===== src/rtl/branch_sequencer.sv =====
// branch_sequencer: holds Z/V/N, stalls branches on in-flight flags, resolves them and issues redirect plus flush.
// TAKEN_CNT_INIT is the reset value of the taken counter; leave it 0 except to observe saturation quickly.
module branch_sequencer #(
  parameter int PC_WIDTH = 16,
  parameter int FLUSH_CYCLES = 2,
  parameter logic [15:0] TAKEN_CNT_INIT = 16'h0000
) (
  input  logic                iClk,
  input  logic                iRst,
  input  logic                iBranchValid,
  output logic                oBranchReady,
  input  logic [2:0]          iBranchOp,
  input  logic [PC_WIDTH-1:0] iBranchTarget,
  input  logic                iFlagPending,
  input  logic                iFlagWrite,
  input  logic                iZeroFlag,
  input  logic                iOverflowFlag,
  input  logic                iNegativeFlag,
  output logic                oZeroFlag,
  output logic                oOverflowFlag,
  output logic                oNegativeFlag,
  output logic                oStall,
  output logic                oRedirect,
  output logic [PC_WIDTH-1:0] oRedirectPC,
  output logic                oFlush,
  output logic [15:0]         oTakenCount
);
  typedef enum logic [1:0] {IDLE, WAIT, EVAL, FLUSH} state_t;
  state_t state_q, state_d;
  logic z_q, z_d, v_q, v_d, n_q, n_d;
  logic [2:0] op_q, op_d, flush_cnt_q, flush_cnt_d;
  logic [PC_WIDTH-1:0] pc_q, pc_d;
  logic [15:0] cnt_q, cnt_d;
  logic [7:0] cond;
  logic taken;
  // one condition bit per op encoding, UNCON at the top
  assign cond = {1'b1, v_q, n_q | z_q, ~n_q, n_q, ~z_q & ~n_q, z_q, ~z_q};
  assign taken = cond[op_q];
  always_comb begin
    state_d = state_q;
    {z_d, v_d, n_d} = iFlagWrite ? {iZeroFlag, iOverflowFlag, iNegativeFlag} : {z_q, v_q, n_q};
    op_d = op_q;
    pc_d = pc_q;
    flush_cnt_d = flush_cnt_q;
    cnt_d = cnt_q;
    case (state_q)
      IDLE: if (iBranchValid) begin
        op_d = iBranchOp;
        pc_d = iBranchTarget;
        state_d = (iFlagPending && iBranchOp != 3'd7) ? WAIT : EVAL;
      end
      WAIT: state_d = iFlagPending ? WAIT : EVAL;
      EVAL: begin
        state_d = (taken && FLUSH_CYCLES > 1) ? FLUSH : IDLE;
        flush_cnt_d = 3'(FLUSH_CYCLES - 1);
        cnt_d = (taken && cnt_q != 16'hFFFF) ? cnt_q + 16'd1 : cnt_q;
      end
      default: begin
        flush_cnt_d = flush_cnt_q - 3'd1;
        state_d = (flush_cnt_q == 3'd1) ? IDLE : FLUSH;
      end
    endcase
  end
  always_ff @(posedge iClk or posedge iRst)
    if (iRst) begin
      state_q <= IDLE;
      {z_q, v_q, n_q} <= 3'b000;
      op_q <= 3'd0;
      pc_q <= '0;
      flush_cnt_q <= 3'd0;
      cnt_q <= TAKEN_CNT_INIT;
    end else begin
      state_q <= state_d;
      {z_q, v_q, n_q} <= {z_d, v_d, n_d};
      op_q <= op_d;
      pc_q <= pc_d;
      flush_cnt_q <= flush_cnt_d;
      cnt_q <= cnt_d;
    end
  assign oBranchReady = (state_q == IDLE) & ~iRst;
  assign oStall = state_q == WAIT;
  assign oRedirect = (state_q == EVAL) & taken;
  assign oFlush = oRedirect | (state_q == FLUSH);
  assign oRedirectPC = pc_q;
  assign {oZeroFlag, oOverflowFlag, oNegativeFlag} = {z_q, v_q, n_q};
  assign oTakenCount = cnt_q;
endmodule


===== config.mk =====
export PLATFORM = sky130hd
export DESIGN_NAME = branch_sequencer
export DESIGN_NICKNAME = d
export VERILOG_FILES = /design/src/rtl/branch_sequencer.sv
export SDC_FILE = /design/constraint.sdc
export NUM_CORES = 1
export LEC_CHECK = 0
export CORE_UTILIZATION = 35
export CTS_CLUSTER_DIAMETER = 40
export DETAILED_ROUTE_END_ITERATION = 7
export GPL_TIMING_DRIVEN = 0
export HOLD_SLACK_MARGIN = 0.1
export PLACE_DENSITY = 0.61
export SLEW_MARGIN = 40
export SYNTH_ARGS = -nofsm -noshare
export SYNTH_HDL_FRONTEND = slang
export SYNTH_SLANG_ARGS = --single-unit

===== constraint.sdc =====
create_clock -name iClk -period 3.1 [get_ports iClk]
set_input_delay 0.775 -clock iClk [delete_from_list [all_inputs] [get_ports iClk]]
set_output_delay 0.775 -clock iClk [all_outputs]
set_load 0.1 [all_outputs]

==> impl_metrics.py <==
metrics = {
    "status": {
        "status": "completed",
    },
    "timing": {
        "finalCritPeriodShare": 0.924,
        "max_freq_ghz": 0.349,
        "drv_slew": 0,
        "hold_viol": 0,
        "finalCriticalPeriod_ns": 2.86,
        "clock_skew_ns": 0.00639,
        "holdWs_ns": 0.504,
        "grt_setup_unrepaired": "false",
        "tightest_slew_ns": 0.503,
        "slew_headroom": 0.667,
        "setup_viol": 0,
    },
    "synthesis": {
        "yosysUniqueCellTypes": 33,
        "synth_fp_nets": 194,
        "yosysSeqAreaShare": 0.533,
        "avgSynthCellArea_sq_um": 12.3,
        "yosysWarnings": 0,
        "synthesis.area_sq_mm": 0.00202,
        "syn_inst": 164,
        "ys_seq_elements": 43,
    },
    "drt": {
        "drt_pass1_iterations": 4,
        "ant_nets": 0,
        "wl_per_cell_um": 12.9,
        "routed_via_density": 4.81,
        "drt_iter0_drc": 38,
        "vias": 1492,
        "wl_um": 4000,
        "drc_errors": 0,
    },
    "cts": {
        "clock_path_buffers": 2,
        "htree_num_levels": 2,
        "cts_setup_buffers": 0,
        "cts.sinks": 43,
        "cts_hold_buf": 0,
        "ctsResizeCount": 0,
        "cts_tree": "done",
        "cts-root-buf": "clkbuf_8",
        "clk_latency_ns": 0.29,
        "clk_pin_slew_ns": 0.08,
        "numCtsBuffers": 5,
    },
    "layout": {
        "num_antenna_cells": 0,
        "drive_gt1_frac": 0.374,
        "multiInputGateArea_sq_um": 883,
        "syn_to_final_growth_pct": 33.7,
        "nFillCells": 526,
        "seq_area_sq_mm": 0.00108,
        "fin_nets": 267,
    },
    "floorplan": {
        "die_area_sq_mm": 0.00607,
        "initial_core_util": 0.364,
        "die_w_um": 77.9,
        "rows": 27,
        "ios": 66,
        "core-area_sq_mm": 0.00554,
        "die_y_um": 77.9,
    },
    "placement": {
        "port_buffers": 65,
        "dp_hpwl_um": 2870,
        "gp_congestion": 0.765,
    },
    "setup_path": {
        "crit_path_end_kind": "output pin",
        "startpoint_type": "flop",
        "worstSetupPathType": "reg2out",
        "worstPathRequired_ns": 2.32,
        "crit_arrival_ns": 2.09,
        "cp_max_fo": 10,
    },
    "grt": {
        "grt_usage": 0.146,
        "antenna_found_initial": 0,
        "grt_max_degree": 36,
        "first_global_vias": 1471,
        "grt-ovfl-total": 0,
        "grt_pass1_wl_um": 6820,
    },
    "min_path": {
        "min_path_type": "reg2reg",
    },
    "run": {
        "timing.max_cap.violations": 0,
    },
}
==> synth_stat cells <==
cell type	count	area, sq um
dfrtp_1	43	1080
mux2_2	26	293
nand2_1	11	41.3
xor2_1	11	96.3
inv_1	8	30.0
nand3_1	7	35.0
nor4_1	6	37.5
nor2_1	5	18.8
nor3_1	5	25.0
o21ai_0	5	25.0
buf_2	4	20.0
ha_1	3	37.5
nor2b_1	3	18.8
nor3b_1	3	22.5
xnor2_1	3	26.3
nand3b_1	2	15.0
nand4_4	2	42.5
nor4b_1	2	17.5
a21oi_1	1	5.00
buf_6	1	11.3
clkbuf_1	1	3.75
mux2i_1	1	10.0
nand2b_1	1	6.26
nand4_1	1	6.26
nand4_2	1	12.5
nand4b_1	1	8.76
nor3b_2	1	12.5
nor4_2	1	12.5
nor4_4	1	21.3
nor4bb_1	1	10.0
o22ai_1	1	6.26
or2_2	1	6.26
or3_1	1	6.26
==> per-layer routing <==
metal / vias to the layer above / share of wire / global-route usage
met5: - / 0 / 0
met4: 0 / 0.010 / 0.0611
met3: 2 / 0.063 / 0.0447
met2: 46 / 0.46 / 0.242
met1: 717 / 0.46 / 0.177
li1: 727 / - / -
==> final cells by class <==
class / instances / share of cell area
buffer: 6 / 0.0130
timing repair buffer: 66 / 0.176
tap: 72 / 0.0334
multi-input combinational: 107 / 0.328
clock buffer: 7 / 0.0357
clock inverter: 1 / 0.00278
sequential: 43 / 0.399
inverter: 8 / 0.0121
==> per-stage QoR <==
stage	setup TNS, ns	std cells	cell area (sq um)	util	setup slack (ns)
after global routing	0	310	2700	0.487	0.0888
after CTS	0	310	2700	0.487	0.200
final	0	310	2700	0.487	0.236
after detailed placement	0	302	2590	0.468	0.515
after floorplan	0	164	2020	-	0.0484
after global placement	-0.434	301	2770	0.499	-0.152
==> critical path, cell delays in order, from the launching register on <==
cell,delay [ns]
dfrtp_1,0.44
nor4bb_1,0.18
nor3b_2,0.23
nand4_4,0.19
buf_2,0.25
nand2_2,0.06
buf_2,0.43
==> registers in the layout (all words and copies together) (netlist names) <==
signal / flops
oZeroFlag: 1
state_q: 2
flush_cnt_q: 3
op_q: 3
oNegativeFlag: 1
oTakenCount: 16
oOverflowFlag: 1
oRedirectPC: 16
==> path summary, 6_finish.rpt <==
check | startpoint | to | slack (ns) | depth (start not counted)
max | op_q[2]$_DFFE_PP0P_ | oFlush | 0.24 | 6
min | oRedirectPC[14]$_DFFE_PP0P_ | oRedirectPC[14]$_DFFE_PP0P_ | 0.50 | 1
max reg2reg | oTakenCount[0]$_DFFE_PP0P_ | oTakenCount[11]$_DFFE_PP0P_ | 1.11 | 7
min reg2reg | oRedirectPC[14]$_DFFE_PP0P_ | oRedirectPC[14]$_DFFE_PP0P_ | 0.50 | 1
max in group asynchronous | iRst | oTakenCount[12]$_DFFE_PP0P_ | 1.95 | 3
min in group asynchronous | iRst | oRedirectPC[11]$_DFFE_PP0P_ | 0.75 | 2
==> cell families (layout without fill, tap and decap cells) <==
group,after synthesis,count (layout),synth area share
multiplexers,27,27,0.150
buffers and inverters,14,88,0.0323
adder cells (fa/ha/maj),3,3,0.0186
flip-flops,43,43,0.533
AO/OA/AOI/OAI,7,7,0.0180
AND/OR/NAND/NOR,56,56,0.187
XOR/XNOR,14,14,0.0608
==> placed cells by master, fill, tap and decap left out, types with 2 or more instances in the layout <==
cell / count
nor4_1: 6
nand3b_1: 2
nor3_1: 4
nand2_1: 10
nor2b_1: 3
xnor2_1: 3
o21ai_0: 5
clkbuf_8: 7
nor2_1: 5
nor3b_1: 3
inv_1: 7
mux2_2: 26
dfrtp_1: 43
nor4b_1: 2
clkdlybuf4s50_1: 26
buf_2: 43
nand4_4: 2
ha_1: 3
nand3_1: 7
xor2_1: 11
Power is not shown: default switching activity piles up to over one toggle a cycle in this logic, so the estimate is an artifact.
